==> config.mk <==
export PLATFORM = sky130hd
export DESIGN_NAME = ram_sp_sync_be
export DESIGN_NICKNAME = d
export VERILOG_FILES = /design/src/rtl/ram_sp_pkg.sv /design/src/rtl/ram_sp_clear_seq.sv /design/src/rtl/ram_sp_sync_be.sv
export SDC_FILE = /design/constraint.sdc
export NUM_CORES = 1
export LEC_CHECK = 0
export BUFFER_PORTS_ARGS = -buffer_cell sky130_fd_sc_hd__buf_2
export CORE_MARGIN = 2
export CORE_UTILIZATION = 45
export DETAILED_ROUTE_END_ITERATION = 8
export HOLD_SLACK_MARGIN = 0.02
export SLEW_MARGIN = 15
export SYNTH_ARGS = -nofsm -noshare
export SYNTH_HDL_FRONTEND = slang
export SYNTH_HIERARCHICAL = 1
export SYNTH_SLANG_ARGS = --single-unit
==> constraint.sdc <==
create_clock -name clk -period 6.71 [get_ports clk]
set_clock_uncertainty 0.2 [all_clocks]
set_input_delay 0.3355 -clock clk [delete_from_list [all_inputs] [get_ports clk]]
set_output_delay 0.3355 -clock clk [all_outputs]
set_load 0.03 [all_outputs]
==> src/rtl/ram_sp_pkg.sv <==
// Shared definitions for the single-port byte-enable RAM: read-during-write modes,
// sequencer states and the byte-lane helper.
package ram_sp_pkg;

  localparam int unsigned WR_READ_FIRST  = 0;
  localparam int unsigned WR_WRITE_FIRST = 1;
  localparam int unsigned WR_NO_CHANGE   = 2;

  typedef enum logic {
    CLEAR = 1'b0,
    RUN   = 1'b1
  } state_t;

  function automatic int unsigned lane_cnt(input int unsigned data_w);
    return data_w / 8;
  endfunction

endpackage

==> src/rtl/ram_sp_clear_seq.sv <==
// Power-on clear sequencer: sweeps every address once with a zero-write strobe,
// then parks in RUN with rdy high until the next reset.
module ram_sp_clear_seq
  import ram_sp_pkg::*;
#(
  parameter int unsigned ADDR_W = 6
) (
  input  logic              clk,
  input  logic              rst,
  output logic              rdy,
  output logic [ADDR_W-1:0] clr_a,
  output logic              clr_we
);

  state_t            state_q, state_d;
  logic [ADDR_W-1:0] cnt_q, cnt_d;

  always_ff @(posedge clk or posedge rst) begin
    if (rst) begin
      state_q <= CLEAR;
      cnt_q   <= '0;
    end else begin
      state_q <= state_d;
      cnt_q   <= cnt_d;
    end
  end

  // The counter stops at the last address so the sweep never wraps into a second pass.
  always_comb begin
    state_d = state_q;
    cnt_d   = cnt_q;
    clr_we  = 1'b0;
    rdy     = 1'b0;
    unique case (state_q)
      CLEAR: begin
        clr_we = 1'b1;
        if (cnt_q == '1) begin
          state_d = RUN;
        end else begin
          cnt_d = cnt_q + 1'b1;
        end
      end
      RUN: begin
        rdy = 1'b1;
      end
      default: begin
        state_d = CLEAR;
      end
    endcase
  end

  assign clr_a = cnt_q;

endmodule

==> src/rtl/ram_sp_sync_be.sv <==
// Single-port synchronous RAM with byte write enables, selectable read-during-write
// mode and self-clearing sweep. Define RAM_SP_OUT_REG_EN for an extra output register.
module ram_sp_sync_be
  import ram_sp_pkg::*;
#(
  parameter int unsigned DATA_W  = 16,
  parameter int unsigned ADDR_W  = 6,
  parameter int unsigned WR_MODE = 0
) (
  input  logic                        clk,
  input  logic                        rst,
  input  logic                        en,
  input  logic [lane_cnt(DATA_W)-1:0] we,
  input  logic [ADDR_W-1:0]           a,
  input  logic [DATA_W-1:0]           di,
  output logic                        rdy,
  output logic [DATA_W-1:0]           dout,
  output logic                        dout_vld
);

  localparam int unsigned LANES = lane_cnt(DATA_W);
  localparam int unsigned DEPTH = 2 ** ADDR_W;

  if (WR_MODE > WR_NO_CHANGE) begin : g_bad_mode
    $error("ram_sp_sync_be: WR_MODE must be 0, 1 or 2");
  end
  if ((DATA_W % 8) != 0) begin : g_bad_width
    $error("ram_sp_sync_be: DATA_W must be a multiple of 8");
  end

  logic [DATA_W-1:0] mem [DEPTH];

  logic              clr_we;
  logic [ADDR_W-1:0] clr_a;
  logic              acc;
  logic [ADDR_W-1:0] port_a;
  logic [DATA_W-1:0] port_d;
  logic [LANES-1:0]  port_be;
  logic [DATA_W-1:0] rd_word;
  logic [DATA_W-1:0] merged;
  logic [DATA_W-1:0] s1_d;
  logic              s1_v;

  ram_sp_clear_seq #(
    .ADDR_W (ADDR_W)
  ) u_clear_seq (
    .clk    (clk),
    .rst    (rst),
    .rdy    (rdy),
    .clr_a  (clr_a),
    .clr_we (clr_we)
  );

  assign acc = rdy & en;

  // The sweep owns the write port while clearing; rdy gates user requests off meanwhile.
  always_comb begin
    port_a  = a;
    port_d  = di;
    port_be = '0;
    if (clr_we) begin
      port_a  = clr_a;
      port_d  = '0;
      port_be = '1;
    end else if (acc) begin
      port_be = we;
    end
  end

  always_ff @(posedge clk) begin
    for (int unsigned i = 0; i < LANES; i++) begin
      if (port_be[i]) begin
        mem[port_a][8*i +: 8] <= port_d[8*i +: 8];
      end
    end
  end

  always_comb begin
    rd_word = mem[a];
    merged  = rd_word;
    for (int unsigned i = 0; i < LANES; i++) begin
      if (we[i]) begin
        merged[8*i +: 8] = di[8*i +: 8];
      end
    end
  end

  // Capturing rd_word at the edge yields the pre-write word; merged is the post-write word.
  always_ff @(posedge clk or posedge rst) begin
    if (rst) begin
      s1_d <= '0;
      s1_v <= 1'b0;
    end else begin
      s1_v <= acc;
      if (acc) begin
        if (WR_MODE == WR_WRITE_FIRST) begin
          s1_d <= merged;
        end else if (WR_MODE == WR_NO_CHANGE) begin
          if (we == '0) begin
            s1_d <= rd_word;
          end
        end else begin
          s1_d <= rd_word;
        end
      end
    end
  end

`ifdef RAM_SP_OUT_REG_EN
  logic [DATA_W-1:0] s2_d;
  logic              s2_v;

  always_ff @(posedge clk or posedge rst) begin
    if (rst) begin
      s2_d <= '0;
      s2_v <= 1'b0;
    end else begin
      s2_v <= s1_v;
      if (s1_v) begin
        s2_d <= s1_d;
      end
    end
  end

  assign dout     = s2_d;
  assign dout_vld = s2_v;
`else
  assign dout     = s1_d;
  assign dout_vld = s1_v;
`endif

endmodule

==> flow_summary.toml, run 1 <==
[worst_setup_path]
cp-start-kind = "register"
required_ps = 6790
rr_startpoint = "u_clear_seq/state_q"
arrival_ps = 4170
crit_type = "register to register"
r2r_end = "mem[15][12]"
path_max_fanout = 36
worstSetupStartpoint = "u_clear_seq/state_q"
cp-end-kind = "register"
worstSetupEndpoint = "mem[15][12]"
r2r_slack_ps = 2630
r2r_cells = 5

[clock_tree]
cts_made_buffers = 106
cts_tree = "built"
clk_latency_ps = 670
cts_htree_levels = 3
postCtsSetupBuffers = 0
cts_buffer_depth = 3
clk_pin_slew_ps = 70
root_buffer = "clkbuf_16"
cts_resized = 0
cts_sinks = 1048
ctsHoldBuffers = 2

[routing]
routed_wl_mm = 96.7
drc = 0
routedWlPerCell_um = 29.0
drtIter0Drc = 2632
ant_nets = 0
dr.pass1.iters = 5
vias = 20100
vias_per_cell = 6.01

[power]
power_density_nw_per_um2 = 287
p_comb_share_pct = 2.3
switching_share_pct = 19.9
power.internal_mw = 10.5
irDropWorstVdd_mv = 0.194
p_seq_share_pct = 54.1
cellLeakagePower_nw = 12.8
pwr-share-clk_pct = 43.6
power.switching_mw = 2.60

[finish]
n_fill_cell = 7093
area_growth_pct = 12.2
fin_nets = 2101
drive_above_1_share_pct = 21.1

[timing]
report.final.slew_viol_count = 0
setup_viol = 0
fmax_ghz = 0.245
worst_pin_slew_ps = 1200
fin_crit_ps = 4080
slew_headroom_pct = 20.1
rsz0062_at_grt = "no"
holdWs_ps = 256
setup-tns-final_ps = 0
final_hold_viol_count = 0
finalCritPeriodShare_pct = 60.8

[global_routing]
antenna_found_initial = 5
grt_usage_pct = 21.0
grt_first_pass_wirelength_mm = 143
grt_pass1_vias = 20400
grt_max_degree = 121
gr-total-overflow = 0

[outcome]
status = "completed"

[die]
start_util_pct = 45.3
fp.dieW_um = 304
die_area_um2 = 92700
ios = 45
die_height_um = 304
rows = 110
core-area_um2 = 89700

[synth]
synthesis.nets = 2019
synth-async-reset-ratio_pct = 2.29
syn_inst = 1991
syn_area_per_cell_um2 = 20.4
synth_edf_count = 1024
synth_seq_cells = 1048
yosysSeqAreaShare_pct = 77.2
yosys_warnings = 6
synthFlopType = "edfxtp_1"
synth.distinct_cells = 49
syn-cell-area_um2 = 40600

[worst_hold_path]
hold_path_class = "input port to register"
hold_depth = 4

[placement]
gp_congestion = 0.804
place.port_buffers = 44
dp_hpwl_mm = 58.4

[job]
cap_violations = 0
## worst min-delay path by stage
stage	endpoint	slack, ps	startpoint
2_1_floorplan	u_clear_seq/clr_a[0]	-60	rst
3_3_place_gp	u_clear_seq/clr_a[0]	120	rst
3_5_place_dp	u_clear_seq/clr_a[1]	120	rst
4_1_cts	dout[7]	210	a[3]
5_1_grt	dout[1]	230	a[3]
6_report	dout[1]	260	a[3]
## per-stage QoR
step / instances / util [%] / setup WS (ps) / total power [mW] / instance area, um2
4_1_cts: 3337 / 50.8 / 2630 / 13.2 / 45600
5_1_grt: 3337 / 50.8 / 2400 / 13.4 / 45600
3_3_place_gp: 3139 / 47.0 / 2690 / 7.51 / 42200
6_report: 3338 / 50.8 / 2630 / 13.1 / 45600
2_1_floorplan: 1991 / - / 3140 / 7.43 / 40600
3_5_place_dp: 3139 / 47.0 / 2690 / 7.51 / 42200
## state kept, by name, indices dropped and copies added (netlist names)
register,flops
dout,16
dout_vld,1
mem,1024
u_clear_seq/state_q,1
u_clear_seq/clr_a,6
## cells by family (layout without fill, tap and decap cells)
family	after synthesis	count (layout)	share of synthesized area (%)
compound gates	196	196	3.66
xor+xnor	1	1	0.0216
fa+ha+maj	1	1	0.0308
buf+inv	123	293	1.55
flops	1048	1048	77.2
mux	338	338	14.3
other cells	0	1	0
simple gates	284	284	3.30
## final cells by class
cell class                      instances  area [um2]  area share [%]
Sequential cell                      1048       31400            68.8
Multi-Input combinational cell        820        8790            19.3
Clock buffer                          132        2810            6.17
Tap cell                             1176        1470            3.23
Timing Repair Buffer                   85         581            1.27
Clock inverter                         64         537            1.18
Inverter                               12        45.0          0.0988
Antenna cell                            1        2.50         0.00549
## synth_stat cells (all sizes together), types with 18 or more instances
cell type	number	area [um2]
o22ai	32	200
edfxtp	1024	30700
dfrtp	24	601
buf	65	413
a211oi	31	233
nand3	34	170
mux4	192	4320
nor2	134	505
nand2	33	124
clkbuf	46	173
a22oi	96	721
nor2b	18	113
mux2i	144	1440
## cells in the final DEF (no fill, tap or decap), types with 3 or more instances in the layout
cell and instances:
clkinv_1 22, mux4_2 192, o32ai_1 8, bufinv_16 8, inv_6 3, buf_4 38, clkinvlp_4 7, nor2_1 132
a21oi_1 3, edfxtp_1 1024, or3_1 16, a22oi_1 96, nor2b_4 16, a221o_1 16, and2_1 17, dfrtp_1 24
nand4_1 17, clkinv_4 4, clkinv_2 20, a211oi_1 31, clkbuf_16 109, clkbuf_1 23, nand2_1 32, nand3_1 34
buf_2 41, inv_1 10, o22ai_1 32, nand2b_1 3, mux2i_1 144
## power groups by stage
stage	sequential (mW)	clock, mW	combinational [mW]
CTS	7.07	5.78	0.304
global route	7.07	6.04	0.319
finish	7.07	5.70	0.301
floorplan	7.21	0	0.222
global placement	7.21	0	0.298
detailed placement	7.21	0	0.301
## worst max-delay path, stage by stage (launching register included)
cell,delay (ps)
dfrtp_1,470
inv_2,810
nand2b_1,180
o32ai_1,630
nand2_1,600
nor2_1,810
## metal layers
layer | wire length [um] | global-route usage [%] | up-vias | share of wire [%]
met5 | 11 | 0 | - | 0.011
met4 | 1950 | 5.28 | 2 | 2.0
li1 | - | - | 8432 | -
met2 | 45900 | 33.0 | 937 | 47
met3 | 7500 | 3.67 | 143 | 7.8
met1 | 41300 | 30.7 | 10500 | 43
(Power assumes the default switching activity.)
==> run 2, diff against run 1 <==
--- a/config.mk
+++ b/config.mk
@@ -5,6 +5,7 @@
 export SDC_FILE = /design/constraint.sdc
 export NUM_CORES = 1
 export LEC_CHECK = 0
+export ABC_AREA = 1
 export BUFFER_PORTS_ARGS = -buffer_cell sky130_fd_sc_hd__buf_2
 export CORE_MARGIN = 2
 export CORE_UTILIZATION = 45
==> constraint.sdc (replaced) <==
create_clock -name clk -period 3.8 [get_ports clk]
set_clock_uncertainty 0.2 [all_clocks]
set_input_delay 0.19 -clock clk [delete_from_list [all_inputs] [get_ports clk]]
set_output_delay 0.19 -clock clk [all_outputs]
set_load 0.03 [all_outputs]
==> run 2 against run 1 <==
Against the previous run: global-route usage up 2.2 points; highest routed layer unchanged; largest cell class unchanged; non-clock buffer count increased by 67; register-to-register slack got worse by 2100 ps; sequential power up 77%.
==> flow_summary.toml, run 2 <==
[power]
cellLeakagePower_nw = 17.6
irDropWorstVdd_mv = 0.394
power_density_nw_per_um2 = 507

[timing]
worst_pin_slew_ps = 1110
setup_viol = 0
fmax_ghz = 0.306
final_hold_viol_count = 0
report.final.slew_viol_count = 0
setup-tns-final_ps = 0
holdWs_ps = 84.4
rsz0062_at_grt = "no"
finalCritPeriodShare_pct = 85.9
slew_headroom_pct = 25.8
fin_crit_ps = 3260

[routing]
routedWlPerCell_um = 22.3
ant_nets = 0
dr.pass1.iters = 5
routed_wl_mm = 114
vias_per_cell = 5.46
vias = 28000
drtIter0Drc = 3192
drc = 0

[synth]
synth_seq_cells = 1048
synthTopCellsByCount = "nand2_1 (1310), edfxtp_1 (1024), nand3_1 (930)"
synthTopCellsByArea = "edfxtp_1 (72%), nand2_1 (11%), nand3_1 (11%), buf_2 (1.6%), dfrtp_1 (1.4%)"
synth_top_cell_area_share_pct = 71.6
synth_edf_count = 1024
syn_area_per_cell_um2 = 11.5
yosys_warnings = 6
synth.most_common_cell = "nand2_1"
yosysSeqAreaShare_pct = 73.0
synth-async-reset-ratio_pct = 2.29
synthesis.nets = 3775
syn_inst = 3747
synth_largest_area_cell = "edfxtp_1"
synthFlopType = "edfxtp_1"
syn-cell-area_um2 = 42900
synth.distinct_cells = 24

[finish]
seq_area_um2 = 31400
largest_reg_flops = 1024
layout_commonest_cell = "nand2_1"
drive_above_1_share_pct = 9.37
top_register = "mem"
antenna_cells = 0
finalNonFillerCells = 5130
multi_input_area_um2 = 10500
n_fill_cell = 8333
area_growth_pct = 13.1
fin_nets = 3799
final_design_area_no_fill_um2 = 48600
layout_common_cells = "nand2_1 (1310), edfxtp_1 (1024), nand3_1 (930), nor2_1 (131), clkbuf_16 (110)"

[global_routing]
antenna_found_initial = 1
gr-total-overflow = 0
grt_usage_pct = 23.2
grt_pass1_vias = 26700
grt_max_degree = 149
grt_first_pass_wirelength_mm = 171

[die]
die_area_um2 = 97900
fp.dieW_um = 313
core-area_um2 = 94700
start_util_pct = 45.3
ios = 45
die_height_um = 313
rows = 113

[worst_setup_path]
rr_startpoint = "u_clear_seq/state_q"
path_buf_inv = 2
worstSetupStartpoint = "u_clear_seq/state_q"
crit_chain = "inv_2, inv_2, or2_0, o21ai_0, nand2_1, nor2_2, nand2_1, nor2_1"
cp_slowest_stage_delay_ps = 680
cp-start-kind = "register"
cp-end-kind = "register"
required_ps = 3890
path_delay_family = "simple AND/OR/NAND/NOR gates"
path_max_fanout = 11
arrival_ps = 3350
cp_slowest_cell = "nor2_1"
crit_type = "register to register"

[clock_tree]
cts_sinks = 1048
cts_htree_levels = 3
cts_tree = "built"
postCtsSetupBuffers = 0
root_buffer = "clkbuf_16"
cts_resized = 0
ctsHoldBuffers = 7
cts_made_buffers = 107
clk_pin_slew_ps = 70
cts_buffer_depth = 3
clk_latency_ps = 690

[placement]
place.port_buffers = 44
place_area_um2 = 44800
gp_congestion = 0.886
place_inst = 4920
dp_hpwl_mm = 67.0

[worst_hold_path]
hold_path_class = "input port to async pin"

[outcome]
status = "completed"

[job]
cap_violations = 0
run 2: changes by cell type after synthesis, moves of 17 or more:
cell | before | now
clkbuf_1 | 46 | 85
and2_1 | 17 | 0
nand2_1 | 33 | 1310
inv_1 | 11 | 28
mux2i_1 | 144 | 0
nand3_1 | 34 | 930
a22oi_1 | 96 | 0
mux4_2 | 192 | 0
nor2b_1 | 18 | 0
a211oi_1 | 31 | 0
buf_2 | 50 | 133
o22ai_1 | 32 | 0
run 2: area by class of cell:
type                    count  area share [%]
flip-flops and latches   1048            64.6
clock buffers             136            6.06
multi-input cells        2423            21.6
repair buffers            152            2.62
clock inverters            67            1.55
inverters                  39           0.338
well taps                1265            3.26
run 2: cell families after synthesis:
| group | share of synthesized area, % |
|---|---|
| AOI/OAI and AO/OA | 0.119 |
| xor gates and xnor gates | 0.0612 |
| adders and majority gates | 0.0291 |
| buffers and inverters | 2.83 |
| DFF | 73.0 |
| and+or+nand+nor | 24.0 |
run 2: through the flow:
step / util (%) / worst slack, ps / power, mW
3_5_place_dp: 47.3 / 640 / 13.9
2_1_floorplan: - / 485 / 13.5
5_1_grt: 51.3 / 368 / 25.3
4_1_cts: 51.3 / 609 / 24.7
3_3_place_gp: 47.3 / 714 / 13.9
6_report: 51.3 / 537 / 24.6
run 2: final timing paths:
kind	endpoint	slack, ps	cells past startpoint
setup / recovery	mem[29][2]	540	8
hold / removal	dout[11]	80	3
setup reg to reg	mem[29][2]	540	8
hold reg to reg	dout[13]	290	2
max in group asynchronous	u_clear_seq/clr_a[1]	2670	4
min in group clk	dout[9]	100	7
run 2: worst reg2reg max path, delay by kind of cell, from the launching register on:
family | cells | cell delay, ps
AOI/OAI and AO/OA | 1 | 140
buffers and inverters | 2 | 310
DFF | 1 | 410
and+or+nand+nor | 5 | 1790
run 2: routing by layer:
metal | GRT usage [%] | vias to the layer above | share of wire, %
met1 | 33.3 | 13600 | 43
met5 | 0 | - | 0.011
li1 | - | 13100 | -
met4 | 6.34 | 2 | 2.4
met3 | 4.43 | 158 | 7.9
met2 | 36.4 | 1071 | 46
run 2: power breakdown:
part | leakage, nW | internal [mW] | switching [mW] | total [mW]
registers | 8.02 | 12.5 | 0 | 12.5
clock network | 1.81 | 6.49 | 4.46 | 11.0
logic | 7.72 | 0.333 | 0.866 | 1.20
total | 17.6 | 19.3 | 5.33 | 24.6
==> run 3, diff against run 2 <==
--- a/config.mk
+++ b/config.mk
@@ -11,6 +11,7 @@
 export CORE_UTILIZATION = 45
 export DETAILED_ROUTE_END_ITERATION = 8
 export HOLD_SLACK_MARGIN = 0.02
+export PLACE_DENSITY = 0.57
 export SLEW_MARGIN = 15
 export SYNTH_ARGS = -nofsm -noshare
 export SYNTH_HDL_FRONTEND = slang
==> run 3 against run 2 <==
Against the previous run: first-iteration DRC count increased by 0.16%; power decreased by 1.6%; clock power decreased by 4%; critical endpoint is now mem[62][9]; via count decreased by 0.11%; final cell count about the same; largest power group unchanged; hold slack got worse by 17 ps; critical path type unchanged; maximum frequency increased by 0.42%; register-to-register slack about the same.
==> flow_summary.toml, run 3 (synthesis results as in run 2) <==
[finish]
area_growth_pct = 12.9
final_design_area_no_fill_um2 = 48500
drive_above_1_share_pct = 9.05
top_register = "mem"
layout_common_cells = "nand2_1 (1310), edfxtp_1 (1024), nand3_1 (930), nor2_1 (131), clkbuf_16 (109)"
largest_reg_flops = 1024
seq_area_um2 = 31400
fin_nets = 3809
multi_input_area_um2 = 10500
layout_commonest_cell = "nand2_1"
n_fill_cell = 8308

[placement]
place.port_buffers = 44
place_area_um2 = 44900
dp_hpwl_mm = 70.3
pre_cts_slack_ps = 660
gp_congestion = 0.845

[global_routing]
gr-total-overflow = 0
grt_max_degree = 159
grt_pass1_vias = 27100
grt_first_pass_wirelength_mm = 173
grt_usage_pct = 23.6
antenna_found_initial = 1

[clock_tree]
cts_tree = "built"
cts_buffer_depth = 3
root_buffer = "clkbuf_16"
cts_sinks = 1048
cts_htree_levels = 3
postCtsSetupBuffers = 0
cts_made_buffers = 108
clk_pin_slew_ps = 60
clk_latency_ps = 670

[die]
die_area_um2 = 97900
rows = 113
ios = 45
fp.dieW_um = 313
start_util_pct = 45.3
core-area_um2 = 94700
die_height_um = 313

[outcome]
status = "completed"

[routing]
drc = 0
dr.pass1.iters = 6
wl_met1_mm = 51.5
dr_wl_met3_mm = 7.90
routed_wl_mm = 116
maxUsedRoutingLayer = "met4"
routedWlPerCell_um = 22.5
ant_nets = 0
drtIter0Drc = 3197
wl_met2_mm = 53.5
vias = 28000
vias_per_cell = 5.45

[worst_setup_path]
rr_startpoint = "u_clear_seq/state_q"
crit_type = "register to register"
required_ps = 3880
path_max_fanout = 10
r2r_end = "mem[62][9]"
arrival_ps = 3330
r2r_cells = 8
cp-start-kind = "register"
cp-end-kind = "register"
worstSetupStartpoint = "u_clear_seq/state_q"
r2r_slack_ps = 550

[timing]
setup_viol = 0
rsz0062_at_grt = "no"
finalCritPeriodShare_pct = 85.5
fin_crit_ps = 3250
slew_headroom_pct = 34.9
worst_pin_slew_ps = 974
report.final.slew_viol_count = 0
setup-tns-final_ps = 0
final_hold_viol_count = 0
fin_ws_ps = 551
fmax_ghz = 0.308

[power]
power_density_nw_per_um2 = 500
cellLeakagePower_nw = 17.5
irDropWorstVdd_mv = 0.355

[worst_hold_path]
hold_path_class = "input port to async pin"

[job]
cap_violations = 0
-- run 3: worst max path at each step --
stage / endpoint / slack (ps)
floorplan: mem[0][10] / 480
global placement: mem[60][3] / 670
detailed placement: mem[62][8] / 660
CTS: mem[62][9] / 610
global route: mem[62][9] / 440
finish: mem[62][9] / 550
-- run 3: layout make-up --
type                    count  area share (%)
clock inverters            73            1.50
clock buffers             125            5.75
diodes                      1         0.00516
flip-flops and latches   1048            64.6
multi-input cells        2423            21.6
repair buffers            161            2.86
inverters                  39           0.338
well taps                1265            3.26
-- run 3: power by group --
part | total, mW | internal (mW) | switching (mW)
logic | 1.20 | 0.336 | 0.863
clock network | 10.6 | 6.23 | 4.32
registers | 12.5 | 12.5 | 0
total | 24.2 | 19.1 | 5.18
-- run 3: through the flow --
step                util [%]  power, mW  cells  hold slack, ps
global route            51.2       24.9   5135            91.8
detailed placement      47.4       13.9   4925            7.23
floorplan                  -       13.5   3747            -207
CTS                     51.2       24.4   5134            40.4
finish                  51.2       24.2   5135            67.4
global placement        47.4       13.9   4925            11.8
-- run 3: routing by layer --
metal  up-vias  track usage [%]
met2      1025             37.3
met1     13600             34.3
met4         0             6.07
li1      13200                -
met3       165             3.51
met5         -                0
-- run 3: repair_timing --
item                                    CTS  global route
hold endpoints to repair                249             0
resized for setup                         0             0
hold buffers                             11             0
endpoints found under the setup margin    0             0
-- run 3: worst max-delay path, cell delays in order, from the launching register on --
cell and delay, ps:
dfrtp_1 390, inv_2 170, inv_2 100, or2_0 230, o21ai_2 140, inv_2 120
nor2_2 580, nand2_1 330, nor2_1 600
